File: config.mk
export PLATFORM = sky130hd
export DESIGN_NAME = rate_selector
export DESIGN_NICKNAME = d
export VERILOG_FILES = /design/src/rtl/rate_sel_pkg.sv /design/src/rtl/blink_divider.sv /design/src/rtl/rate_selector.sv
export SDC_FILE = /design/constraint.sdc
export NUM_CORES = 1
export LEC_CHECK = 0
export CORE_MARGIN = 5
export CORE_UTILIZATION = 48
export CTS_CLUSTER_DIAMETER = 40
export DETAILED_ROUTE_END_ITERATION = 16
export GPL_ROUTABILITY_DRIVEN = 1
export GPL_TIMING_DRIVEN = 0
export HOLD_SLACK_MARGIN = 0.03
export PLACE_DENSITY = 0.71
export SYNTH_ARGS = -nofsm -noshare
export SYNTH_HDL_FRONTEND = slang
export SYNTH_SLANG_ARGS = --single-unit
File: constraint.sdc
create_clock -name clk -period 2.43 [get_ports clk]
set_input_delay 0.486 -clock clk [delete_from_list [all_inputs] [get_ports clk]]
set_output_delay 0.486 -clock clk [all_outputs]
set_load 0.005 [all_outputs]
File: src/rtl/rate_sel_pkg.sv
// -----------------------------------------------------------------------------
// rate_sel_pkg
// Shared types for the rate selector slice.
//   dir_e  : shift direction requested in a cycle (none / left / right).
//   hold_e : state of the button hold tracker (idle / held).
// -----------------------------------------------------------------------------
package rate_sel_pkg;

    typedef enum logic [1:0] {
        DIR_NONE  = 2'b00,
        DIR_LEFT  = 2'b01,
        DIR_RIGHT = 2'b10
    } dir_e;

    typedef enum logic {
        HOLD_IDLE = 1'b0,
        HOLD_HELD = 1'b1
    } hold_e;

endpackage

File: src/rtl/blink_divider.sv
// -----------------------------------------------------------------------------
// blink_divider
// Counts beat strobes and toggles blink every 2^index beats.
// Ports:
//   clk    : clock
//   rst    : synchronous active-high reset (count = 0, blink = 0)
//   beat   : single-cycle time-base strobe
//   index  : selected rate index, half-period = 2^index beats
//   clear  : selection changed this cycle; restart the half-period
//   blink  : divided blink waveform (registered)
// -----------------------------------------------------------------------------
module blink_divider #(
    parameter  int WIDTH = 4,
    localparam int IW    = $clog2(WIDTH)
) (
    input  logic          clk,
    input  logic          rst,
    input  logic          beat,
    input  logic [IW-1:0] index,
    input  logic          clear,
    output logic          blink
);

    localparam logic [WIDTH-1:0] ONE_W = WIDTH'(1);

    logic [WIDTH-1:0] count_r;
    logic [WIDTH-1:0] term_s;
    logic             blink_r;

    // Terminal count for the current index: 2^index - 1 (fits in WIDTH bits).
    always_comb begin
        term_s = (ONE_W << index) - ONE_W;
    end

    // Beat counter and blink toggle; a selection change restarts the period
    // but leaves the blink level untouched.
    always_ff @(posedge clk) begin
        if (rst) begin
            count_r <= '0;
            blink_r <= 1'b0;
        end else if (clear) begin
            count_r <= '0;
            blink_r <= blink_r;
        end else if (beat) begin
            if (count_r == term_s) begin
                count_r <= '0;
                blink_r <= ~blink_r;
            end else begin
                count_r <= count_r + ONE_W;
                blink_r <= blink_r;
            end
        end else begin
            count_r <= count_r;
            blink_r <= blink_r;
        end
    end

    assign blink = blink_r;

endmodule

File: src/rtl/rate_selector.sv
// -----------------------------------------------------------------------------
// rate_selector
// One-hot rate selector driven by debounced left/right button levels, with an
// integrated blink divider whose half-period is 2^index beats.
//
// Optional build macro: RATE_AUTOREPEAT_EN
//   When defined, a button held in the HELD state issues one extra shift in
//   the held direction every REPEAT_BEATS beats.
//   When undefined, exactly one shift is produced per rising edge.
//
// Parameters:
//   WIDTH        : number of rate positions (>= 2)
//   RESET_INDEX  : index selected after reset (< WIDTH)
//   WRAP         : 1 = wrap at the ends, 0 = saturate at the ends
//   REPEAT_BEATS : auto-repeat interval in beats (macro builds only)
// Ports:
//   clk          : clock
//   rst          : synchronous active-high reset, highest priority
//   beat         : single-cycle time-base strobe
//   shift_left   : debounced level, rising edge increments index
//   shift_right  : debounced level, rising edge decrements index
//   out          : one-hot selection, out == 1 << index (registered)
//   index        : binary selected index (registered)
//   blink        : divided blink waveform (registered)
// -----------------------------------------------------------------------------
module rate_selector
    import rate_sel_pkg::*;
#(
    parameter  int WIDTH        = 4,
    parameter  int RESET_INDEX  = 0,
    parameter  int WRAP         = 1,
    parameter  int REPEAT_BEATS = 8,
    localparam int IW           = $clog2(WIDTH)
) (
    input  logic             clk,
    input  logic             rst,
    input  logic             beat,
    input  logic             shift_left,
    input  logic             shift_right,
    output logic [WIDTH-1:0] out,
    output logic [IW-1:0]    index,
    output logic             blink
);

    localparam logic [WIDTH-1:0] ONE_W   = WIDTH'(1);
    localparam logic [IW-1:0]    IDX_MAX = IW'(WIDTH - 1);
    localparam logic [IW-1:0]    IDX_RST = IW'(RESET_INDEX);

    logic             prev_l_r;
    logic             prev_r_r;
    logic             press_l_s;
    logic             press_r_s;
    dir_e             press_dir_s;
    dir_e             shift_dir_s;
    logic             sel_change_s;
    logic             rep_fire_s;

    logic [IW-1:0]    idx_r;
    logic [IW-1:0]    idx_nxt_s;
    logic [WIDTH-1:0] out_r;
    logic [WIDTH-1:0] out_nxt_s;

    hold_e            hold_r;
    hold_e            hold_nxt_s;
    dir_e             held_dir_r;
    dir_e             held_dir_nxt_s;
    logic             leave_s;

    // Button history; set to 1 in reset so a level held through reset is
    // not mistaken for a fresh press when reset drops.
    always_ff @(posedge clk) begin
        if (rst) begin
            prev_l_r <= 1'b1;
            prev_r_r <= 1'b1;
        end else begin
            prev_l_r <= shift_left;
            prev_r_r <= shift_right;
        end
    end

    assign press_l_s = shift_left  & ~prev_l_r;
    assign press_r_s = shift_right & ~prev_r_r;

    // Resolve the presses of this cycle into a single direction; a
    // simultaneous left+right press cancels out.
    always_comb begin
        press_dir_s = DIR_NONE;
        if (press_l_s && !press_r_s) begin
            press_dir_s = DIR_LEFT;
        end else if (press_r_s && !press_l_s) begin
            press_dir_s = DIR_RIGHT;
        end else begin
            press_dir_s = DIR_NONE;
        end
    end

    // Hold tracker next state: leaves HELD on release of the held button or
    // on a rising edge of the opposite one.
    always_comb begin
        hold_nxt_s     = hold_r;
        held_dir_nxt_s = held_dir_r;
        leave_s        = 1'b0;
        case (hold_r)
            HOLD_IDLE: begin
                if (press_dir_s != DIR_NONE) begin
                    hold_nxt_s     = HOLD_HELD;
                    held_dir_nxt_s = press_dir_s;
                end else begin
                    hold_nxt_s     = HOLD_IDLE;
                    held_dir_nxt_s = DIR_NONE;
                end
            end
            HOLD_HELD: begin
                if (held_dir_r == DIR_LEFT) begin
                    leave_s = ~shift_left | press_r_s;
                end else if (held_dir_r == DIR_RIGHT) begin
                    leave_s = ~shift_right | press_l_s;
                end else begin
                    leave_s = 1'b1;
                end
                if (leave_s) begin
                    hold_nxt_s     = HOLD_IDLE;
                    held_dir_nxt_s = DIR_NONE;
                end else begin
                    hold_nxt_s     = HOLD_HELD;
                    held_dir_nxt_s = held_dir_r;
                end
            end
            default: begin
                hold_nxt_s     = HOLD_IDLE;
                held_dir_nxt_s = DIR_NONE;
            end
        endcase
    end

    // Hold tracker state register.
    always_ff @(posedge clk) begin
        if (rst) begin
            hold_r     <= HOLD_IDLE;
            held_dir_r <= DIR_NONE;
        end else begin
            hold_r     <= hold_nxt_s;
            held_dir_r <= held_dir_nxt_s;
        end
    end

`ifdef RATE_AUTOREPEAT_EN
    localparam int RW = $clog2(REPEAT_BEATS) + 1;
    localparam logic [RW-1:0] REP_LAST = RW'(REPEAT_BEATS - 1);

    logic [RW-1:0] rep_cnt_r;

    assign rep_fire_s = (hold_r == HOLD_HELD) & ~leave_s & beat &
                        (rep_cnt_r == REP_LAST);

    // Repeat beat counter; held at zero outside HELD so entering HELD
    // always starts a full interval.
    always_ff @(posedge clk) begin
        if (rst) begin
            rep_cnt_r <= '0;
        end else if ((hold_r == HOLD_IDLE) || leave_s) begin
            rep_cnt_r <= '0;
        end else if (beat) begin
            if (rep_fire_s) begin
                rep_cnt_r <= '0;
            end else begin
                rep_cnt_r <= rep_cnt_r + RW'(1);
            end
        end else begin
            rep_cnt_r <= rep_cnt_r;
        end
    end
`else
    logic unused_cfg_s;

    assign rep_fire_s   = 1'b0;
    assign unused_cfg_s = (REPEAT_BEATS > 0);
`endif

    // Direction actually applied this cycle: a fresh press wins over a repeat.
    always_comb begin
        shift_dir_s = DIR_NONE;
        if (press_dir_s != DIR_NONE) begin
            shift_dir_s = press_dir_s;
        end else if (rep_fire_s) begin
            shift_dir_s = held_dir_r;
        end else begin
            shift_dir_s = DIR_NONE;
        end
    end

    // Any shift request counts as a selection change for the divider, even
    // a saturated one that leaves the index where it is.
    assign sel_change_s = (shift_dir_s != DIR_NONE);

    // Next index with wrap/saturate at the ends; the one-hot vector is always
    // rebuilt from the index so the two can never disagree.
    always_comb begin
        idx_nxt_s = idx_r;
        case (shift_dir_s)
            DIR_LEFT: begin
                if (idx_r == IDX_MAX) begin
                    idx_nxt_s = (WRAP != 0) ? IW'(0) : idx_r;
                end else begin
                    idx_nxt_s = idx_r + IW'(1);
                end
            end
            DIR_RIGHT: begin
                if (idx_r == IW'(0)) begin
                    idx_nxt_s = (WRAP != 0) ? IDX_MAX : idx_r;
                end else begin
                    idx_nxt_s = idx_r - IW'(1);
                end
            end
            default: begin
                idx_nxt_s = idx_r;
            end
        endcase
        out_nxt_s = ONE_W << idx_nxt_s;
    end

    // Selection registers.
    always_ff @(posedge clk) begin
        if (rst) begin
            idx_r <= IDX_RST;
            out_r <= ONE_W << IDX_RST;
        end else begin
            idx_r <= idx_nxt_s;
            out_r <= out_nxt_s;
        end
    end

    assign out   = out_r;
    assign index = idx_r;

    blink_divider #(
        .WIDTH (WIDTH)
    ) u_blink_divider (
        .clk   (clk),
        .rst   (rst),
        .beat  (beat),
        .index (idx_r),
        .clear (sel_change_s),
        .blink (blink)
    );

endmodule

==> qor.yml <==
finalCritPeriodShare_pct: 78.0
clkTransAtPathRegs_ns: 0.08
tns_ns: 0
top_usage_layer: "met2"
r2r_slack_ns: 0.57
peakVddDrop_mv: 0.372
grt_pass1_wl_mm: 2.07
setup_viol: 0
drt_iter0_drc: 8
vias_per_cell: 5.04
critPathArrivalTime_ns: 2.09
antenna_cells: 0
drcViolationCount: 0
layout.cells.most_common_list: "13 x dfxtp_1, 10 x clkdlybuf4s50_1, 6 x inv_1, 6 x nor2_1, 6 x ha_1"
yosysWarnings: 0
pwr-share-seq_pct: 54.7
start_util_pct: 50.3
hold_violations: 0
final_layout_size_suffix_gt1_share_pct: 5.95
pin_count: 12
nFillCells: 117
fmax_ghz: 0.528
start_kind: "input port"
end_kind: "flop"
synth_seq_area_share_pct: 40.2
vias: 499
postRouteAntennaNets: 0
holdWs_ns: 0.503
insertion_delay_ns: 0.27
finClkSkew_ns: 0.00442
gp_congestion: 0.732
p_sw_share_pct: 24.1
fp.coreArea_um2: 1280
clock_sinks: 13
wirelength_mm: 1.22
drt_first_pass_iters: 4
grt-ovfl-total: 0
cts_max_path_buffers: 2
power_frac_comb_pct: 13.0
area_growth_pct: 22.4
portBuffers: 10
antenna_found_initial: 0
switching_power_w: 0.0000991
setup_ws_ns: 0.536
grt_pass1_vias: 476
yosysTopAreaCell: "dfxtp_1"
fin_crit_ns: 1.89
die_y_um: 46.7
grt.total_usage_pct: 14.0
area.sequential_um2: 260
ys_ff_latch: 13
syn_nets: 81
synth_cell_types: 28
hold_path_class: "reg2reg"
synth_cells: 70
cts-htree-levels: 1
die_area_um2: 2180
maxCapViolations: 0
nNetsFinal: 96
cts_tree: "yes"
clockPowerShare_pct: 32.3
leakage_nw: 0.333
postCtsSetupBuffers: 0
rows: 13
netlist_area_um2: 647
crit_type: "in2reg"
wl_per_cell_um: 12.3
dp_hpwl_um: 910
ctsHoldBuffers: 0
rsz0062_at_grt: "false"
grt_max_degree: 11
cp_max_fo: 7
yosysTopAreaCellShare_pct: 40.2
use_met1_pct: 18.8
cts-resized-gates: 0
final_util_pct: 61.6
multi_input_area_um2: 357
met3_usage_pct: 3.52
yosys-top-cells-area: "dfxtp_1 40%, ha_1 12%, mux2i_1 4.6%"
worst_slew_pin_slew_ns: 0.374
gr-usage-met2_pct: 20.1
syn-mean-instance-area_um2: 9.24
power_w: 0.000410
slew-limit-headroom_pct: 75.1
cts_root_buffer: "clkbuf_4"
cts_buffers: 3
die_x_um: 46.7
final_common_cell: "dfxtp_1"
slew_violations: 0
dp_worst_setup_slack_ns: 0.258
outcome: "finished clean"
worstPathRequired_ns: 2.63
power_density_nw_per_um2: 518
p_int_w: 0.000311
## worst paths after layout
kind,from,to,cells past startpoint
worst max register to register,index[0],u_blink_divider.blink,6
worst min-delay path,u_blink_divider.blink,u_blink_divider.blink,2
worst max-delay path,shift_right,u_blink_divider.blink,7
worst min register to register,u_blink_divider.blink,u_blink_divider.blink,2
## critical path, stage by stage
cell and delay [ns]:
clkdlybuf4s50_1 0.42, nand2b_1 0.10, inv_1 0.05, ha_1 0.38
nand2_1 0.10, or4_1 0.41, a21oi_1 0.15
## synth_stat cells, drive strengths merged
| library cell | instances |
|---|---|
| dfxtp | 13 |
| ha | 6 |
| inv | 6 |
| nor2 | 6 |
| a21oi | 3 |
| mux2i | 3 |
| nand2 | 3 |
| nand2b | 3 |
| nor3b | 3 |
| xnor2 | 3 |
| nor3 | 2 |
| or2 | 2 |
| xor2 | 2 |
| a211o | 1 |
| a211oi | 1 |
| a21o | 1 |
| buf | 1 |
| clkbuf | 1 |
| nand3 | 1 |
| nand3b | 1 |
| nand4 | 1 |
| nor2b | 1 |
| o22ai | 1 |
| o31a | 1 |
| o31ai | 1 |
| o32ai | 1 |
| or2b | 1 |
| or4 | 1 |
## flip-flops by register name, indices dropped and copies added, names as in the netlist
name	cells
out	4
u_blink_divider.count_r	4
index	2
prev_l_r	1
prev_r_r	1
u_blink_divider.blink	1
## metal layers
layer  wire length [um]  vias to the layer above  part of all wire (%)
li1                   -                      267                     -
met1                626                      217                    52
met2                525                       13                    43
met3                 44                        2                   3.6
met4                 19                        0                   1.6
met5                  0                        -                     0
## cell type report
type,count,share of cell area [%]
Buffer,2,0.948
Clock buffer,4,3.32
Inverter,6,2.84
Multi-Input combinational cell,49,45.0
Sequential cell,13,32.9
Tap cell,15,2.37
Timing Repair Buffer,10,12.6
## power by group through the flow
stage	sequential [W]	clock, W	combinational, W
6_report	0.000224	0.000132	0.0000535
4_1_cts	0.000224	0.000136	0.0000538
3_3_place_gp	0.000229	0	0.0000519
3_5_place_dp	0.000229	0	0.0000533
2_1_floorplan	0.000229	0	0.0000318
5_1_grt	0.000226	0.000149	0.0000591
## kinds of logic after synthesis
| family | after synthesis | synth area share [%] |
|---|---|---|
| fa+ha+maj | 6 | 11.6 |
| flops | 13 | 40.2 |
| xor+xnor | 5 | 6.77 |
| mux | 3 | 4.64 |
| buf+inv | 8 | 4.64 |
| compound gates | 10 | 10.8 |
| simple gates | 25 | 21.3 |
## stage by stage
step	std cells	cell area, um2
final	99	792
after detailed placement	95	766
after floorplan	70	647
after global routing	99	792
after CTS	99	792
after global placement	95	766
No activity file was read; power rests on OpenSTA's default activity.
